$ cat config.mk
export PLATFORM = sky130hd
export DESIGN_NAME = nec_prefetch_queue_flat
export DESIGN_NICKNAME = d
export VERILOG_FILES = /design/src/rtl/nec_prefetch_queue_pkg.sv /design/src/rtl/nec_prefetch_queue_if.sv /design/src/rtl/nec_prefetch_queue.sv /design/src/flat_wrapper.sv
export SDC_FILE = /design/constraint.sdc
export NUM_CORES = 1
export LEC_CHECK = 0
export CAP_MARGIN = 25
export CORE_AREA = 2 2 116 118
export CTS_CLUSTER_DIAMETER = 80
export CTS_CLUSTER_SIZE = 25
export DETAILED_ROUTE_END_ITERATION = 6
export DIE_AREA = 0 0 118 120
export HOLD_SLACK_MARGIN = 0.05
export MAX_ROUTING_LAYER = met4
export PLACE_DENSITY = 0.8
export RECOVER_POWER = 50
export SLEW_MARGIN = 20
export SYNTH_ARGS = -nofsm -noshare
export SYNTH_HDL_FRONTEND = slang
export SYNTH_SLANG_ARGS = --single-unit
$ cat constraint.sdc
create_clock -name clk -period 3.3 [get_ports clk]
set_input_delay 0.33 -clock clk [delete_from_list [all_inputs] [get_ports clk]]
set_output_delay 0.33 -clock clk [all_outputs]
set_load 0.005 [all_outputs]
$ cat src/rtl/nec_prefetch_queue_pkg.sv
// Shared types and constants for the instruction prefetch queue and the decoder.
package nec_prefetch_queue_pkg;

  localparam int unsigned IPQ_DEPTH = 8;

  typedef enum logic [0:0] {
    IDLE = 1'b0,
    REQ  = 1'b1
  } prefetch_state_e;

endpackage

$ cat src/rtl/nec_prefetch_queue_if.sv
// Code-fetch bus between the prefetch queue (master) and the bus unit (slave).
interface nec_prefetch_queue_if;
  logic        bus_req;
  logic [19:0] bus_addr;
  logic        bus_odd;
  logic        bus_ack;
  logic [15:0] bus_rdata;

  modport master (
    output bus_req,
    output bus_addr,
    output bus_odd,
    input  bus_ack,
    input  bus_rdata
  );

  modport slave (
    input  bus_req,
    input  bus_addr,
    input  bus_odd,
    output bus_ack,
    output bus_rdata
  );
endinterface

$ cat src/rtl/nec_prefetch_queue.sv
// Instruction prefetch queue producer: fetches code bytes at PS:fetch_ptr into
// an 8-byte ring the decoder indexes with its own pc[2:0].
module nec_prefetch_queue
  import nec_prefetch_queue_pkg::*;
#(
  parameter int unsigned DEPTH         = IPQ_DEPTH,
  parameter int unsigned EVEN_FREE_MIN = 2
) (
  input  logic                 clk,
  input  logic                 reset_n,
  input  logic                 ce_1,
  input  logic                 ce_2,
  input  logic [15:0]          ps,
  input  logic                 set_pc,
  input  logic [15:0]          new_pc,
  input  logic [15:0]          dec_pc,
  input  logic                 prefetch_en,
  output logic [7:0]           ipq [DEPTH],
  output logic [3:0]           ipq_len,
  nec_prefetch_queue_if.master bus
);

  prefetch_state_e state_q, state_d;
  logic [15:0] fetch_ptr_q, fetch_ptr_d;
  logic        primed_q, primed_d;
  logic        discard_q, discard_d;
  logic        bus_req_q, bus_req_d;
  logic [19:0] bus_addr_q, bus_addr_d;
  logic        bus_odd_q, bus_odd_d;
  logic [7:0]  ipq_q [DEPTH];
  logic [7:0]  ipq_d [DEPTH];

  logic        ce;
  logic [3:0]  free;
  logic [19:0] phys_addr;
  logic [2:0]  wp, wp1;
  logic        can_issue;

  assign ce        = ce_1 | ce_2;
  assign ipq_len   = primed_q ? 4'(fetch_ptr_q - dec_pc) : 4'd0;
  assign free      = 4'(DEPTH) - ipq_len;
  assign phys_addr = ({ps, 4'h0} + {4'h0, fetch_ptr_q}) & 20'hFFFFE;
  assign wp        = fetch_ptr_q[2:0];
  assign wp1       = wp + 3'd1;
  assign can_issue = primed_q && prefetch_en && !set_pc &&
                     (fetch_ptr_q[0] ? (free >= 4'd1) : (free >= 4'(EVEN_FREE_MIN)));

  assign ipq          = ipq_q;
  assign bus.bus_req  = bus_req_q;
  assign bus.bus_addr = bus_addr_q;
  assign bus.bus_odd  = bus_odd_q;

  // Next-state: request issue, response capture and set_pc retargeting.
  always_comb begin
    state_d     = state_q;
    fetch_ptr_d = fetch_ptr_q;
    primed_d    = primed_q;
    discard_d   = discard_q;
    bus_req_d   = bus_req_q;
    bus_addr_d  = bus_addr_q;
    bus_odd_d   = bus_odd_q;
    ipq_d       = ipq_q;
    if (ce) begin
      case (state_q)
        IDLE: begin
          if (can_issue) begin
            state_d    = REQ;
            bus_req_d  = 1'b1;
            bus_addr_d = phys_addr;
            bus_odd_d  = fetch_ptr_q[0];
          end
        end
        REQ: begin
          if (bus.bus_ack) begin
            state_d   = IDLE;
            bus_req_d = 1'b0;
            discard_d = 1'b0;
            // A set_pc coinciding with the ack drops the data outright.
            if (!discard_q && !set_pc) begin
              if (bus_odd_q) begin
                ipq_d[wp]   = bus.bus_rdata[15:8];
                fetch_ptr_d = fetch_ptr_q + 16'd1;
              end else begin
                ipq_d[wp]   = bus.bus_rdata[7:0];
                ipq_d[wp1]  = bus.bus_rdata[15:8];
                fetch_ptr_d = fetch_ptr_q + 16'd2;
              end
            end
          end
        end
        default: state_d = IDLE;
      endcase
      if (set_pc) begin
        fetch_ptr_d = new_pc;
        primed_d    = 1'b1;
        if (state_q == REQ && !bus.bus_ack) discard_d = 1'b1;
      end
    end
  end

  // State register with asynchronous active-low reset.
  always_ff @(posedge clk or negedge reset_n) begin
    if (!reset_n) begin
      state_q     <= IDLE;
      fetch_ptr_q <= '0;
      primed_q    <= 1'b0;
      discard_q   <= 1'b0;
      bus_req_q   <= 1'b0;
      bus_addr_q  <= '0;
      bus_odd_q   <= 1'b0;
      for (int unsigned i = 0; i < DEPTH; i++) ipq_q[i] <= '0;
    end else begin
      state_q     <= state_d;
      fetch_ptr_q <= fetch_ptr_d;
      primed_q    <= primed_d;
      discard_q   <= discard_d;
      bus_req_q   <= bus_req_d;
      bus_addr_q  <= bus_addr_d;
      bus_odd_q   <= bus_odd_d;
      ipq_q       <= ipq_d;
    end
  end

endmodule

$ cat src/flat_wrapper.sv
// flat-port wrapper written by rule: the top's interface ports become plain ports
module nec_prefetch_queue_flat import nec_prefetch_queue_pkg::*;
#(
  parameter int unsigned DEPTH         = IPQ_DEPTH,
  parameter int unsigned EVEN_FREE_MIN = 2
)
  (clk, reset_n, ce_1, ce_2, ps, set_pc, new_pc, dec_pc, prefetch_en, ipq, ipq_len, bus_bus_req, bus_bus_addr, bus_bus_odd, bus_bus_ack, bus_bus_rdata);
  nec_prefetch_queue_if bus_i ();
  input  logic clk;
  input  logic reset_n;
  input  logic ce_1;
  input  logic ce_2;
  input  logic [15:0] ps;
  input  logic set_pc;
  input  logic [15:0] new_pc;
  input  logic [15:0] dec_pc;
  input  logic prefetch_en;
  output logic [7:0] ipq[DEPTH];
  output logic [3:0] ipq_len;
  output wire logic [$bits(bus_i.bus_req)-1:0] bus_bus_req;
  output wire logic [$bits(bus_i.bus_addr)-1:0] bus_bus_addr;
  output wire logic [$bits(bus_i.bus_odd)-1:0] bus_bus_odd;
  input wire logic [$bits(bus_i.bus_ack)-1:0] bus_bus_ack;
  input wire logic [$bits(bus_i.bus_rdata)-1:0] bus_bus_rdata;
  assign bus_bus_req = bus_i.bus_req;
  assign bus_bus_addr = bus_i.bus_addr;
  assign bus_bus_odd = bus_i.bus_odd;
  assign bus_i.bus_ack = bus_bus_ack;
  assign bus_i.bus_rdata = bus_bus_rdata;
  nec_prefetch_queue #(.DEPTH(DEPTH), .EVEN_FREE_MIN(EVEN_FREE_MIN)) u_core (.clk(clk), .reset_n(reset_n), .ce_1(ce_1), .ce_2(ce_2), .ps(ps), .set_pc(set_pc), .new_pc(new_pc), .dec_pc(dec_pc), .prefetch_en(prefetch_en), .ipq(ipq), .ipq_len(ipq_len), .bus(bus_i));
endmodule
==> metrics.txt, run 1 <==
# TYPE chip_impl_metric gauge
chip_impl_metric{name="maxSlewHeadroom",unit="%"} -46.3
chip_impl_metric{name="detailed_place.area",unit="mm2"} 0.00794
chip_impl_metric{name="detailedRoute.firstIterationViolations",unit=""} 433
chip_impl_metric{name="synth_nets",unit=""} 775
chip_impl_metric{name="clock_power_share",unit="%"} 15.9
chip_impl_metric{name="first_global_vias",unit=""} 5824
chip_impl_metric{name="hpwlAfterDp",unit="um"} 14000
chip_impl_metric{name="die_height",unit="um"} 120
chip_impl_metric{name="synth_area_per_cell",unit="um2"} 9.30
chip_impl_metric{name="report.final.slew_viol_count",unit=""} 39
chip_impl_metric{name="setup-violations-final",unit=""} 0
chip_impl_info{name="result_of_the_run",value="finished, violations left"} 1
chip_impl_metric{name="data_required_time_of_the_critical_path",unit="ns"} 3.54
chip_impl_metric{name="synth.ff_latch_count",unit=""} 104
chip_impl_metric{name="yosysWarnings",unit=""} 0
chip_impl_metric{name="yosysUniqueCellTypes",unit=""} 70
chip_impl_metric{name="totalPowerFinal",unit="mW"} 6.87
chip_impl_metric{name="met3_usage",unit="%"} 5.61
chip_impl_metric{name="final_standard_cell_count_with_taps_included_and_fillers_excluded",unit=""} 995
chip_impl_metric{name="chipWidth",unit="um"} 118
chip_impl_metric{name="drt-pass1-iter-count",unit=""} 5
chip_impl_metric{name="cts.reportedPaths.clkPinSlew",unit="ns"} 0.07
chip_impl_metric{name="cts_buffers",unit=""} 9
chip_impl_metric{name="grt.met2_usage",unit="%"} 43.3
chip_impl_info{name="end_of_the_worst_register_to_register_path",value="u_core.bus.bus_addr[1]$_DFFE_PN0P_"} 1
chip_impl_info{name="timing.rr.start",value="u_core.fetch_ptr_q[0]$_DFFE_PN0P_"} 1
chip_impl_metric{name="remaining_drc_errors",unit=""} 0
chip_impl_info{name="cts_tree",value="yes"} 1
chip_impl_metric{name="dp_slack",unit="ns"} -0.0458
chip_impl_info{name="timing.critical_path.slowest_stage_cell",value="sky130_fd_sc_hd__fa_1"} 1
chip_impl_metric{name="coreArea",unit="mm2"} 0.0130
chip_impl_info{name="critical-path-top-delay-family",value="adder cells"} 1
chip_impl_metric{name="timing.final.ws_setup",unit="ns"} 0.288
chip_impl_metric{name="fin_area",unit="mm2"} 0.00824
chip_impl_info{name="grt_setup_unrepaired",value="no"} 1
chip_impl_metric{name="grt_start_max_net_pins",unit=""} 52
chip_impl_metric{name="final_period_minus_worst_setup_slack",unit="ns"} 3.01
chip_impl_metric{name="net-switching-power",unit="mW"} 2.66
chip_impl_metric{name="leakage",unit="nW"} 3.47
chip_impl_metric{name="clock.fmax",unit="MHz"} 332
chip_impl_metric{name="initial_utilization",unit="%"} 48.6
chip_impl_info{name="timing.hold.worst.start",value="u_core.ipq[35]$_DFFE_PN0P_"} 1
chip_impl_metric{name="post-route-period-util",unit="%"} 91.3
chip_impl_metric{name="num_io_pins",unit=""} 161
chip_impl_metric{name="cts.repair.resized",unit=""} 0
chip_impl_metric{name="place_congestion",unit=""} 0.906
chip_impl_info{name="worst_hold_path_type",value="reg -> reg"} 1
chip_impl_metric{name="powerDensity",unit="mW/mm2"} 834
chip_impl_metric{name="portBuffers",unit=""} 147
chip_impl_info{name="crit_path_cell_trace",value="inv_1 > ha_1 > inv_1 > fa_1 > nand2_1 > ha_1 > nor3_1 > o21ai_2 > a22oi_4 > mux2_2"} 1
chip_impl_metric{name="power.share.switching",unit="%"} 38.7
chip_impl_metric{name="irDropWorstVdd",unit="mV"} 0.354
chip_impl_metric{name="grt_first_pass_wirelength",unit="um"} 29600
chip_impl_metric{name="timing.critical_path.buf_inv",unit=""} 2
chip_impl_info{name="worstSetupStartpointType",value="flop"} 1
chip_impl_metric{name="area_growth",unit="%"} 30.7
chip_impl_info{name="ws_path_type",value="reg -> reg"} 1
chip_impl_metric{name="cts_num_sinks",unit=""} 104
chip_impl_metric{name="power.sequential.fraction",unit="%"} 31.1
chip_impl_metric{name="post_drt_via_cell_ratio",unit=""} 6.08
chip_impl_metric{name="clock-skew-final",unit="ns"} 0.00426
chip_impl_metric{name="synth-seq-area-share",unit="%"} 41.3
chip_impl_metric{name="maxCapViolCount",unit=""} 1
chip_impl_metric{name="met1_usage",unit="%"} 33.0
chip_impl_metric{name="route.vias.total",unit=""} 6050
chip_impl_info{name="clock_tree.root_cell",value="sky130_fd_sc_hd__clkbuf_16"} 1
chip_impl_info{name="violations",value="max-capacitance violations, max-slew violations"} 1
chip_impl_metric{name="grt_antenna_before_repair",unit=""} 0
chip_impl_metric{name="worstMarginPinSlew",unit="ns"} 2.19
chip_impl_metric{name="fp.dieArea",unit="mm2"} 0.0142
chip_impl_metric{name="fraction_of_synthesis_flops_using_an_asynchronous_set_or_reset_pin",unit="%"} 100
chip_impl_info{name="crit_path_end_kind",value="flop"} 1
chip_impl_metric{name="crit_fanout",unit=""} 10
chip_impl_metric{name="wirelength",unit="um"} 18300
chip_impl_metric{name="detail_route.wl_per_cell",unit="um"} 18.3
chip_impl_metric{name="htree_num_levels",unit=""} 3
chip_impl_metric{name="max_stage_delay",unit="ns"} 0.52
chip_impl_metric{name="placedCellCount",unit=""} 978
chip_impl_metric{name="track_usage",unit="%"} 26.9
chip_impl_metric{name="synth_edf_count",unit=""} 0
chip_impl_info{name="worst_hold_path.endpoint",value="u_core.ipq[35]$_DFFE_PN0P_"} 1
chip_impl_metric{name="combPwrFrac",unit="%"} 53.0
chip_impl_metric{name="internal_power",unit="mW"} 4.22
chip_impl_metric{name="ant_nets",unit=""} 0
chip_impl_metric{name="placement_rows",unit=""} 42
chip_impl_metric{name="worst_ep_arrival_time",unit="ns"} 3.25
chip_impl_info{name="synth_top_flop_cell",value="sky130_fd_sc_hd__dfrtp_1"} 1
chip_impl_metric{name="insertedDiodeCount",unit=""} 0
chip_impl_metric{name="synth_cells",unit=""} 678
chip_impl_metric{name="timing.hold.worst_path_depth",unit=""} 2
chip_impl_metric{name="post_synth_instance_area",unit="mm2"} 0.00630
chip_impl_metric{name="regToRegSetupSlack",unit="ns"} 0.29
chip_impl_metric{name="r2r_cell_count",unit=""} 10
chip_impl_metric{name="fin_nets",unit=""} 911
chip_impl_info{name="grt.busiest_layer",value="met2"} 1
chip_impl_metric{name="layout-drive-gt1-share",unit="%"} 7.57
chip_impl_metric{name="final-hold-violation-count",unit=""} 0
chip_impl_metric{name="clock_insertion_delay_at_the_later_pin_of_the_skew_report",unit="ns"} 0.35
chip_impl_metric{name="grt-ovfl-total",unit=""} 0
chip_impl_metric{name="cts_buffer_depth",unit=""} 2
[state kept, by name (all words and copies together), names as in the netlist, named ones only]
signal	cells
u_core.ipq	64
u_core.primed_q	1
u_core.fetch_ptr_q	16
u_core.bus.bus_req	1
u_core.state_q	1
u_core.bus.bus_addr	19
u_core.bus.bus_odd	1
[worst register-to-register path: stages (launching register included)]
cell and delay [ns]:
sky130_fd_sc_hd__dfrtp_1 0.38, sky130_fd_sc_hd__inv_1 0.11, sky130_fd_sc_hd__ha_1 0.18, sky130_fd_sc_hd__inv_1 0.06, sky130_fd_sc_hd__fa_1 0.52, sky130_fd_sc_hd__nand2_1 0.08, sky130_fd_sc_hd__ha_1 0.30, sky130_fd_sc_hd__nor3_1 0.31
sky130_fd_sc_hd__o21ai_2 0.18, sky130_fd_sc_hd__a22oi_4 0.38, sky130_fd_sc_hd__mux2_2 0.38
[cells in the final DEF, fill, tap and decap left out, drive strengths merged, types with 4 or more instances in the layout]
cell           synthesis  layout
a211oi                 7       7
a21boi                 4       4
a21o                   5       5
a21oi                 30      30
a22oi                 46      46
a31oi                  9       9
and3                   6       6
buf                   14       6
clkbuf                17      16
clkdlybuf4s50          0     103
dfrtp                104     104
dlygate4sd3            0      44
ha                    24      24
inv                   20      20
mux2                  19      19
mux2i                 11      11
nand2                 90      90
nand2b                14      14
nand3                  9       9
nand4                  4       4
nor2                  40      40
nor2b                  5       5
nor3                   8       8
nor3b                  4       4
o21a                   6       6
o21ai                 85      85
o221ai                 4       4
o22a                  26      26
o22ai                  7       7
o31ai                  6       6
xnor2                  6       6
xor2                   4       4
[worst max-delay path by stage]
stage | slack [ns] | cells past startpoint | endpoint | start
finish | 0.29 | 10 | u_core.bus.bus_addr[1]$_DFFE_PN0P_ | u_core.fetch_ptr_q[0]$_DFFE_PN0P_
CTS | 0.29 | 10 | u_core.bus.bus_addr[1]$_DFFE_PN0P_ | u_core.fetch_ptr_q[0]$_DFFE_PN0P_
floorplan | 0.59 | 11 | u_core.bus.bus_addr[2]$_DFFE_PN0P_ | u_core.fetch_ptr_q[0]$_DFFE_PN0P_
global placement | 0.13 | 10 | u_core.bus.bus_addr[1]$_DFFE_PN0P_ | dec_pc[0]
global route | 0.12 | 11 | u_core.bus.bus_addr[1]$_DFFE_PN0P_ | u_core.fetch_ptr_q[0]$_DFFE_PN0P_
detailed placement | -0.05 | 10 | u_core.bus.bus_addr[1]$_DFFE_PN0P_ | dec_pc[0]
[cells in the mapped netlist, types with 4 or more instances]
cell type | number | area [um2]
sky130_fd_sc_hd__nand3_1 | 9 | 45.0
sky130_fd_sc_hd__a21boi_0 | 4 | 30.0
sky130_fd_sc_hd__clkbuf_1 | 17 | 63.8
sky130_fd_sc_hd__o21ai_0 | 79 | 395
sky130_fd_sc_hd__nand2_1 | 89 | 334
sky130_fd_sc_hd__dfrtp_1 | 104 | 2600
sky130_fd_sc_hd__o221ai_1 | 4 | 35.0
sky130_fd_sc_hd__o22ai_1 | 6 | 37.5
sky130_fd_sc_hd__a211oi_1 | 7 | 52.6
sky130_fd_sc_hd__o31ai_1 | 6 | 45.0
sky130_fd_sc_hd__nand4_1 | 4 | 25.0
sky130_fd_sc_hd__mux2i_1 | 11 | 110
sky130_fd_sc_hd__nor2_1 | 40 | 150
sky130_fd_sc_hd__buf_2 | 7 | 35.0
sky130_fd_sc_hd__nand2b_1 | 14 | 87.6
sky130_fd_sc_hd__a31oi_1 | 9 | 56.3
sky130_fd_sc_hd__mux2_2 | 16 | 180
sky130_fd_sc_hd__inv_1 | 20 | 75.1
sky130_fd_sc_hd__a21oi_1 | 30 | 150
sky130_fd_sc_hd__nor2b_1 | 5 | 31.3
sky130_fd_sc_hd__buf_1 | 5 | 18.8
sky130_fd_sc_hd__and3_1 | 6 | 37.5
sky130_fd_sc_hd__o21a_1 | 6 | 45.0
sky130_fd_sc_hd__a22oi_1 | 45 | 338
sky130_fd_sc_hd__o22a_1 | 26 | 228
sky130_fd_sc_hd__ha_1 | 24 | 300
sky130_fd_sc_hd__xor2_1 | 4 | 35.0
sky130_fd_sc_hd__xnor2_1 | 5 | 43.8
sky130_fd_sc_hd__nor3_1 | 5 | 25.0
sky130_fd_sc_hd__o21ai_1 | 5 | 25.0
sky130_fd_sc_hd__a21o_1 | 5 | 37.5
[power by group through the flow]
stage | combinational (mW) | clock, mW | sequential (mW)
2_1_floorplan | 2.08 | 0 | 2.12
3_3_place_gp | 3.56 | 0 | 2.15
3_5_place_dp | 3.68 | 0 | 2.16
4_1_cts | 3.70 | 1.10 | 2.14
5_1_grt | 3.97 | 1.15 | 2.20
6_report | 3.64 | 1.09 | 2.14
[area by class of cell]
class / instances / area (um2)
Tap cell: 176 / 220
Multi-Input combinational cell: 523 / 3490
Inverter: 20 / 75.1
Clock inverter: 3 / 40.0
Timing Repair Buffer: 156 / 1550
Clock buffer: 13 / 260
Fill cell: 1069 / 4740
Sequential cell: 104 / 2600
[per-stage QoR]
step           hold WS [ns]  TNS, ns  utilization [%]
3_5_place_dp          0.334  -0.0636             61.1
3_3_place_gp          0.464        0             60.9
4_1_cts               0.484        0             63.5
6_report              0.475        0             63.5
2_1_floorplan        0.0344        0                -
5_1_grt               0.500        0             63.5
[metal layers]
layer | share of wire, % | vias up
met1 | 42 | 2934
met4 | 2.9 | 0
li1 | - | 2790
met5 | 0 | -
met3 | 6.4 | 42
met2 | 49 | 284
[what timing repair did]
action,CTS,global route
hold endpoints to repair,38,0
hold buffers,1,0
setup buffers,0,0
[logic make-up (layout without fill, tap and decap cells)]
group	Yosys count	in the layout	share of synthesized area (%)
adders and majority gates	26	26	5.40
muxes	30	30	5.32
and+or+nand+nor	198	198	15.0
other	1	1	0.0595
buffers and inverters	51	192	3.36
DFF	104	104	41.3
AOI/OAI and AO/OA	256	256	27.3
xor gates and xnor gates	12	12	2.28
No activity file was read; power rests on OpenSTA's default activity.
==> inputs of run 2 (changes only) <==
--- a/config.mk
+++ b/config.mk
@@ -11,6 +11,7 @@
 export CTS_CLUSTER_SIZE = 25
 export DETAILED_ROUTE_END_ITERATION = 6
 export DIE_AREA = 0 0 118 120
+export GPL_ROUTABILITY_DRIVEN = 0
 export HOLD_SLACK_MARGIN = 0.05
 export MAX_ROUTING_LAYER = met4
 export PLACE_DENSITY = 0.8
==> run 2 against run 1 <==
- the flow now finishes without violations
- sequential power barely moved
- die area did not move
- maximum frequency rose by 1.8%
- combinational power barely moved
- first-iteration DRC count rose by 40%
- critical path type unchanged
- largest cell class unchanged
- largest power group unchanged
==> metrics.txt, run 2 (synthesis results as in run 1) <==
# TYPE chip_impl_metric gauge
chip_impl_metric{name="clock.fmax",unit="MHz"} 338
chip_impl_info{name="grt_setup_unrepaired",value="no"} 1
chip_impl_info{name="worstSetupStartpointType",value="flop"} 1
chip_impl_metric{name="final_core_utilization",unit="%"} 63.4
chip_impl_info{name="crit_path_cell_trace",value="inv_1 > ha_1 > inv_1 > fa_1 > nand2_1 > ha_1 > a21boi_0 > o21ai_2 > a22oi_4 > buf_4 > o41a_1"} 1
chip_impl_info{name="cts_tree",value="yes"} 1
chip_impl_info{name="timing.critical_path.slowest_stage_cell",value="sky130_fd_sc_hd__fa_1"} 1
chip_impl_metric{name="final_period_minus_worst_setup_slack",unit="ns"} 2.96
chip_impl_metric{name="cts_buffer_depth",unit=""} 2
chip_impl_metric{name="detailed_place.area",unit="mm2"} 0.00794
chip_impl_metric{name="layout-drive-gt1-share",unit="%"} 8.05
chip_impl_metric{name="powerDensity",unit="mW/mm2"} 828
chip_impl_metric{name="insertedDiodeCount",unit=""} 0
chip_impl_metric{name="crit_fanout",unit=""} 7
chip_impl_info{name="result_of_the_run",value="finished clean"} 1
chip_impl_metric{name="irDropWorstVdd",unit="mV"} 0.376
chip_impl_metric{name="clock-skew-final",unit="ns"} 0.00758
chip_impl_metric{name="grt_first_pass_wirelength",unit="um"} 29400
chip_impl_metric{name="met2WireLength",unit="um"} 8990
chip_impl_metric{name="grt_start_max_net_pins",unit=""} 49
chip_impl_metric{name="post_drt_via_cell_ratio",unit=""} 6.03
chip_impl_metric{name="drt-pass1-iter-count",unit=""} 5
chip_impl_metric{name="num-fill-cells",unit=""} 1050
chip_impl_metric{name="report.final.slew_viol_count",unit=""} 0
chip_impl_metric{name="timing.final.ws_setup",unit="ns"} 0.341
chip_impl_metric{name="maxSlewHeadroom",unit="%"} 7.22
chip_impl_metric{name="die_height",unit="um"} 120
chip_impl_metric{name="grt-ovfl-total",unit=""} 0
chip_impl_info{name="worst_hold_path_type",value="reg -> reg"} 1
chip_impl_metric{name="first_global_vias",unit=""} 5712
chip_impl_metric{name="portBuffers",unit=""} 147
chip_impl_metric{name="clock_insertion_delay_at_the_later_pin_of_the_skew_report",unit="ns"} 0.35
chip_impl_metric{name="timing.critical_path.buf_inv",unit=""} 3
chip_impl_info{name="layout_commonest_cell",value="sky130_fd_sc_hd__dfrtp_1"} 1
chip_impl_metric{name="placement_rows",unit=""} 42
chip_impl_metric{name="detail_route.wl_per_cell",unit="um"} 18.3
chip_impl_info{name="ws_path_type",value="reg -> reg"} 1
chip_impl_metric{name="worstMarginPinSlew",unit="ns"} 1.39
chip_impl_metric{name="coreArea",unit="mm2"} 0.0130
chip_impl_metric{name="area_growth",unit="%"} 30.6
chip_impl_metric{name="track_usage",unit="%"} 26.7
chip_impl_metric{name="cts_buffers",unit=""} 9
chip_impl_metric{name="grt_antenna_before_repair",unit=""} 0
chip_impl_metric{name="chipWidth",unit="um"} 118
chip_impl_info{name="clock_tree.root_cell",value="sky130_fd_sc_hd__clkbuf_16"} 1
chip_impl_info{name="critical-path-top-delay-family",value="compound AO/OA/AOI/OAI gates"} 1
chip_impl_metric{name="htree_num_levels",unit=""} 3
chip_impl_metric{name="cts.reportedPaths.clkPinSlew",unit="ns"} 0.07
chip_impl_metric{name="initial_utilization",unit="%"} 48.6
chip_impl_metric{name="maxCapViolCount",unit=""} 0
chip_impl_info{name="crit_path_end_kind",value="flop"} 1
chip_impl_metric{name="remaining_drc_errors",unit=""} 0
chip_impl_metric{name="final-hold-violation-count",unit=""} 0
chip_impl_metric{name="fin_area",unit="mm2"} 0.00823
chip_impl_metric{name="detailedRoute.firstIterationViolations",unit=""} 608
chip_impl_metric{name="cts_num_sinks",unit=""} 104
chip_impl_metric{name="fp.dieArea",unit="mm2"} 0.0142
chip_impl_metric{name="route.vias.total",unit=""} 6005
chip_impl_metric{name="data_required_time_of_the_critical_path",unit="ns"} 3.53
chip_impl_metric{name="dp_slack",unit="ns"} 0.0953
chip_impl_metric{name="worst_ep_arrival_time",unit="ns"} 3.19
chip_impl_metric{name="setup-violations-final",unit=""} 0
chip_impl_metric{name="post-route-period-util",unit="%"} 89.7
chip_impl_metric{name="leakage",unit="nW"} 3.50
chip_impl_metric{name="fin_nets",unit=""} 912
chip_impl_metric{name="hpwlAfterDp",unit="um"} 13900
chip_impl_metric{name="max_stage_delay",unit="ns"} 0.52
chip_impl_metric{name="max_reg_flops",unit=""} 64
chip_impl_info{name="most-common-layout-cells",value="sky130_fd_sc_hd__dfrtp_1, sky130_fd_sc_hd__nand2_1, sky130_fd_sc_hd__clkdlybuf4s50_1"} 1
chip_impl_metric{name="finalSetupTns",unit="ns"} 0
chip_impl_metric{name="ant_nets",unit=""} 0
chip_impl_metric{name="met3WireLength",unit="um"} 1130
chip_impl_metric{name="met1_length",unit="um"} 7720
chip_impl_info{name="dr.max_layer_used",value="met4"} 1
chip_impl_metric{name="num_io_pins",unit=""} 161
chip_impl_metric{name="cts.repair.resized",unit=""} 0
chip_impl_metric{name="wirelength",unit="um"} 18200
==> run 2: cell count changes in the layout (fill, tap and decap cells not counted), sizes merged <==
cell           change
clkdlybuf4s50     -15
dlygate4sd3       +15
bufinv             -1
buf                +1
clkbuf             +1
==> run 2: final timing paths <==
path                                              startpoint                             endpoint  slack (ns)  cells after the start
setup / recovery           u_core.fetch_ptr_q[0]$_DFFE_PN0P_  u_core.bus.bus_addr[16]$_DFFE_PN0P_        0.34                     11
hold reg to reg                   u_core.ipq[43]$_DFFE_PN0P_           u_core.ipq[43]$_DFFE_PN0P_        0.48                      2
max in group asynchronous                            reset_n           u_core.ipq[51]$_DFFE_PN0P_        0.74                      4
min in group asynchronous                            reset_n           u_core.ipq[63]$_DFFE_PN0P_        0.75                      2
hold / removal                    u_core.ipq[43]$_DFFE_PN0P_           u_core.ipq[43]$_DFFE_PN0P_        0.48                      2
setup reg to reg           u_core.fetch_ptr_q[0]$_DFFE_PN0P_  u_core.bus.bus_addr[16]$_DFFE_PN0P_        0.34                     11
==> run 2: repair_timing <==
action                    CTS  global route
setup buffers               0             0
hold endpoints to repair   47             0
hold buffers                1             0
==> run 2: report_power, final <==
group	switching, mW	internal, mW	total, mW	leakage [nW]
clock	0.455	0.613	1.07	0.155
sequential	0.372	1.77	2.14	1.33
combinational	1.82	1.79	3.61	2.02
==> run 2: layout make-up <==
class / count / area (um2) / area share, %
Clock buffer: 14 / 294 / 3.57
Clock inverter: 2 / 10.0 / 0.122
Inverter: 20 / 75.1 / 0.912
Multi-Input combinational cell: 523 / 3490 / 42.4
Sequential cell: 104 / 2600 / 31.6
Tap cell: 176 / 220 / 2.68
Timing Repair Buffer: 157 / 1540 / 18.7
==> run 2: worst reg2reg max path: stages (launching register included) <==
cell and delay [ns]:
sky130_fd_sc_hd__dfrtp_1 0.37, sky130_fd_sc_hd__inv_1 0.12, sky130_fd_sc_hd__ha_1 0.17, sky130_fd_sc_hd__inv_1 0.05, sky130_fd_sc_hd__fa_1 0.52, sky130_fd_sc_hd__nand2_1 0.09, sky130_fd_sc_hd__ha_1 0.24, sky130_fd_sc_hd__a21boi_0 0.17
sky130_fd_sc_hd__o21ai_2 0.33, sky130_fd_sc_hd__a22oi_4 0.16, sky130_fd_sc_hd__buf_4 0.20, sky130_fd_sc_hd__o41a_1 0.42
==> run 2: stage by stage <==
stage	hold slack, ns	total power, mW	instances
finish	0.483	6.82	996
detailed placement	0.383	5.84	979
floorplan	0.0344	4.20	678
global placement	0.467	5.69	978
CTS	0.489	6.92	996
global route	0.509	7.26	996
==> run 2: metal layers <==
metal / vias up / track usage, %
met2: 286 / 43.9
met3: 34 / 3.99
met1: 2890 / 33.6
met4: 0 / 10.4
met5: - / -
li1: 2795 / -
==> variant 1, RTL diff (config.mk and constraints of run 2) <==
The package constant `IPQ_DEPTH` goes from 8 to 16.
--- a/src/rtl/nec_prefetch_queue_pkg.sv
+++ b/src/rtl/nec_prefetch_queue_pkg.sv
@@ -2,5 +2,5 @@
 package nec_prefetch_queue_pkg;
 
-  localparam int unsigned IPQ_DEPTH = 8;
+  localparam int unsigned IPQ_DEPTH = 16;
 
   typedef enum logic [0:0] {
Ports: changed (resized ipq); port bits go from 161 to 225. The function was not compared with the original's and may differ.
==> variant 1 against run 2 <==
  * The run now ends with capacitance limit, slew limit left
  * Worst setup slack worse by 0.12 ns
  * Sequential cell count unchanged
  * Wire length down 4.0%
  * Critical path depth up 2
  * Combinational power down 13%
  * First-iteration DRC count down 5.6%
  * Synthesized area up 4.9%
  * Power down 5.8%
  * Count of clock-buffer cells in the layout down 5
  * Non-clock buffer count up 3
  * Final area up 0.55%
  * Largest cell class unchanged
==> variant 1: results (changes against run 2) <==
<table>
<tr><th>Metric</th><th>Value</th></tr>
<tr><th colspan="2">Cells and area</th></tr>
<tr><td>Number of nets in the layout</td><td>960 (was 912)</td></tr>
<tr><td>Number of fill cells</td><td>1,131 (was 1,050)</td></tr>
<tr><th colspan="2">Global routing</th></tr>
<tr><td>Total routing resource utilization after global routing</td><td>25.0% (was 26.7%)</td></tr>
<tr><td>Global-route wire length before repair</td><td>27.6 mm (was 29.4 mm)</td></tr>
<tr><td>Pin count of the biggest net entering global routing</td><td>64 (was 49)</td></tr>
<tr><th colspan="2">Logic synthesis</th></tr>
<tr><td>Sequential element share of the synthesized area</td><td>39.4% (was 41.3%)</td></tr>
<tr><td>Number of distinct standard cells referenced by the synthesized netlist</td><td>62 (was 70)</td></tr>
<tr><td>Cells taking the most area after synthesis</td><td>sky130_fd_sc_hd__dfrtp_1 (39%), sky130_fd_sc_hd__a22oi_1 (8.1%), sky130_fd_sc_hd__buf_4 (7.6%) (was sky130_fd_sc_hd__dfrtp_1 (41%), sky130_fd_sc_hd__o21ai_0 (6.3%), sky130_fd_sc_hd__a22oi_1 (5.4%))</td></tr>
<tr><th colspan="2">Critical path</th></tr>
<tr><td>R2R setup slack</td><td>0.22 ns (was 0.34 ns)</td></tr>
<tr><td>Critical register-to-register path endpoint</td><td>u_core.bus.bus_addr[1]$_DFFE_PN0P_ (was u_core.bus.bus_addr[16]$_DFFE_PN0P_)</td></tr>
<tr><td>Worst reg-to-reg path cell count</td><td>13 (was 11)</td></tr>
<tr><th colspan="2">Flow run</th></tr>
<tr><td>Count of max-cap constraint violations</td><td>1 (was 0)</td></tr>
<tr><th colspan="2">Run status</th></tr>
<tr><td>Status</td><td>complete, but fails checks (was finished, final reports clean)</td></tr>
<tr><td>Failing checks</td><td>capacitance limit, slew limit</td></tr>
<tr><th colspan="2">Timing</th></tr>
<tr><td>Number of max-slew violations in the final report</td><td>64 (was 0)</td></tr>
<tr><th colspan="2">Power</th></tr>
<tr><td>Peak VDD IR</td><td>0.344 mV (was 0.376 mV)</td></tr>
<tr><td>Standby leakage power</td><td>3.67 nW (was 3.50 nW)</td></tr>
<tr><th colspan="2">Route</th></tr>
<tr><td>1st-iter DRT viols</td><td>574 (was 608)</td></tr>
<tr><th colspan="2">Min path</th></tr>
<tr><td>Path type of the worst min-delay path</td><td>input pin to asynchronous set/reset pin (was flip-flop to flip-flop)</td></tr>
<tr><th colspan="2">Place</th></tr>
<tr><td>Placed instance area</td><td>7980 sq um (was 7940 sq um)</td></tr>
</table>
-- variant 1: cell types whose count changed after synthesis, sizes merged, moves of 7 or more --
| cell | run 2 | this run |
|---|---|---|
| buf | 14 | 91 |
| nor3 | 8 | 15 |
| a22oi | 46 | 71 |
| inv | 20 | 27 |
| a21oi | 30 | 37 |
| nand2b | 14 | 5 |
| o22a | 26 | 0 |
-- variant 1: cell families after synthesis --
family | share of synthesized area [%]
AOI/OAI and AO/OA | 22.9
xor gates and xnor gates | 1.84
adders and majority gates | 4.96
buffers and inverters | 11.8
DFF | 39.4
muxes | 6.04
other | 0.0567
and+or+nand+nor | 13.1
-- variant 1: area by class of cell --
type / instances / share of cell area [%]
multi-input cells: 562 / 42.0
flip-flops and latches: 104 / 31.4
repair buffers: 160 / 19.0
clock buffers: 9 / 2.72
well taps: 176 / 2.66
inverters: 27 / 1.22
clock inverters: 7 / 1.04
-- variant 1: per-layer routing --
metal	GRT usage (%)	part of all wire, %
met1	32.9	42
met2	39.7	48
met3	4.61	7.5
met4	7.45	2.2
met5	-	0
-- variant 1: critical path, stage by stage (launching register included) --
cell and delay, ns:
sky130_fd_sc_hd__dfrtp_1 0.40, sky130_fd_sc_hd__inv_2 0.11, sky130_fd_sc_hd__ha_1 0.15, sky130_fd_sc_hd__inv_1 0.06, sky130_fd_sc_hd__fa_1 0.50, sky130_fd_sc_hd__and2_1 0.15, sky130_fd_sc_hd__inv_1 0.06, sky130_fd_sc_hd__ha_1 0.20
sky130_fd_sc_hd__or3_1 0.35, sky130_fd_sc_hd__a21oi_1 0.20, sky130_fd_sc_hd__nor2_1 0.11, sky130_fd_sc_hd__o21ai_4 0.18, sky130_fd_sc_hd__buf_4 0.19, sky130_fd_sc_hd__mux2_2 0.34
-- variant 1: per-stage QoR --
step | setup TNS [ns] | hold WS (ns) | util (%) | instances
after floorplan | 0 | 0.0344 | - | 798
after global placement | 0 | 0.461 | 61.4 | 1029
after detailed placement | -0.315 | 0.470 | 61.4 | 1029
after CTS | 0 | 0.101 | 63.8 | 1045
after global routing | 0 | 0.502 | 63.8 | 1045
final | 0 | 0.373 | 63.8 | 1045
-- variant 1: power by group through the flow --
stage                     logic (mW)  registers [mW]  clock network (mW)
after floorplan                 1.84            2.10                   0
final                           3.15            2.17                1.10
after CTS                       3.23            2.18                1.11
after global routing            3.47            2.24                1.16
after global placement          3.12            2.19                   0
after detailed placement        3.21            2.20                   0
==> variant 2, RTL diff (config.mk and constraints of run 2) <==
Made on the original files. Take the reset off `bus_addr_q` and load it in a clocked block of its own.
--- a/src/rtl/nec_prefetch_queue.sv
+++ b/src/rtl/nec_prefetch_queue.sv
@@ -107,5 +107,4 @@
       discard_q   <= 1'b0;
       bus_req_q   <= 1'b0;
-      bus_addr_q  <= '0;
       bus_odd_q   <= 1'b0;
       for (int unsigned i = 0; i < DEPTH; i++) ipq_q[i] <= '0;
@@ -116,5 +115,4 @@
       discard_q   <= discard_d;
       bus_req_q   <= bus_req_d;
-      bus_addr_q  <= bus_addr_d;
       bus_odd_q   <= bus_odd_d;
       ipq_q       <= ipq_d;
@@ -122,4 +120,8 @@
   end
 
+  always_ff @(posedge clk) begin
+    bus_addr_q <= bus_addr_d;
+  end
+
 endmodule
 
Check against the original RTL: differs if reset_n is asserted again (counterexample within 4 cycles, from zero or initial values and one cycle with reset_n low); with reset_n held inactive, the same outputs for 4 cycles.
==> variant 2 against run 2 <==
  * The run now ends with capacitance limit, slew limit left
  * Sequential cell count unchanged
  * Non-clock buffer count fell by 3
  * Synthesized area decreased by 4.5%
  * Worst hold slack got worse by 0.0064 ns
  * Synthesized cell count decreased by 7.1%
  * Via count down 6.4%
  * Critical path type unchanged
  * Final area down 3.5%
  * First-iteration DRC count fell by 5.3%
  * Combinational power is 23% lower
  * Die area is the same
  * Power is 14% lower
  * Wire length decreased by 7.6%
  * Worst setup slack improved by 0.041 ns
==> variant 2: results (changes against run 2) <==
<table>
<tr><th>Metric</th><th>Value</th></tr>
<tr><th colspan="2">Run status</th></tr>
<tr><td>Failing checks</td><td>capacitance limit, slew limit</td></tr>
<tr><td>Status</td><td>complete, but fails checks (was finished, final reports clean)</td></tr>
<tr><th colspan="2">Cells and area</th></tr>
<tr><td>Final standard cell area without fillers</td><td>7940 sq um (was 8230 sq um)</td></tr>
<tr><td>Area taken by multi-input logic gates</td><td>3130 sq um (was 3490 sq um)</td></tr>
<tr><td>Multi-input combinational cell count</td><td>480 (was 523)</td></tr>
<tr><td>Seq cells</td><td>104 (unchanged)</td></tr>
<tr><td>Non-filler instance count after layout</td><td>951 (was 996)</td></tr>
<tr><th colspan="2">Min path</th></tr>
<tr><td>Capture endpoint of the worst hold path</td><td>u_core.ipq[10]$_DFFE_PN0P_ (was u_core.ipq[43]$_DFFE_PN0P_)</td></tr>
<tr><th colspan="2">Logic synthesis</th></tr>
<tr><td>Synthesized-area fraction occupied by ao, oa, aoi and oai cells</td><td>24.7% (was 27.3%)</td></tr>
<tr><td>Mux share of post-synthesis cell area</td><td>4.76% (was 5.32%)</td></tr>
<tr><td>Cells taking the most area after synthesis</td><td>sky130_fd_sc_hd__dfrtp_1 (35%), sky130_fd_sc_hd__edfxtp_1 (9.5%), sky130_fd_sc_hd__o21ai_0 (5.9%) (was sky130_fd_sc_hd__dfrtp_1 (41%), sky130_fd_sc_hd__o21ai_0 (6.3%), sky130_fd_sc_hd__a22oi_1 (5.4%))</td></tr>
<tr><td>Mean area per synthesized cell</td><td>9.56 sq um (was 9.30 sq um)</td></tr>
<tr><th colspan="2">Power</th></tr>
<tr><td>Peak VDD IR</td><td>0.427 mV (was 0.376 mV)</td></tr>
<tr><td>Standby leakage power</td><td>3.31 nW (was 3.50 nW)</td></tr>
<tr><th colspan="2">Flow run</th></tr>
<tr><td>Count of max-cap constraint violations</td><td>1 (was 0)</td></tr>
<tr><th colspan="2">Global routing</th></tr>
<tr><td>Total routing resource utilization after global routing</td><td>24.7% (was 26.7%)</td></tr>
<tr><td>Met2 routing resource usage after global routing</td><td>39.0% (was 43.9%)</td></tr>
<tr><th colspan="2">Critical path</th></tr>
<tr><td>Maximum net fanout on the critical path</td><td>17 (was 7)</td></tr>
<tr><th colspan="2">Timing</th></tr>
<tr><td>Number of max-slew violations in the final report</td><td>86 (was 0)</td></tr>
<tr><th colspan="2">Place</th></tr>
<tr><td>Placed instance area</td><td>7660 sq um (was 7940 sq um)</td></tr>
</table>
## variant 2: cell count changes in the layout (fill, tap and decap cells not counted), sizes merged, moves of 6 or more
cell	run 2	this run
o22ai	7	13
nor2	40	29
mux2i	11	17
edfxtp	0	19
a31oi	9	3
o31ai	6	0
mux2	19	10
clkbuf	17	11
o21ai	85	76
dfrtp	104	85
## variant 2: critical path, cell delays in order, from the launching register on
cell and delay (ns):
sky130_fd_sc_hd__dfrtp_1 0.38, sky130_fd_sc_hd__inv_1 0.10, sky130_fd_sc_hd__ha_1 0.17, sky130_fd_sc_hd__inv_1 0.05, sky130_fd_sc_hd__fa_1 0.50, sky130_fd_sc_hd__nand2_1 0.07
sky130_fd_sc_hd__ha_1 0.30, sky130_fd_sc_hd__nor4_1 0.05, sky130_fd_sc_hd__and3_1 0.18, sky130_fd_sc_hd__or3_4 0.37, sky130_fd_sc_hd__a31oi_4 0.23, sky130_fd_sc_hd__buf_12 0.20
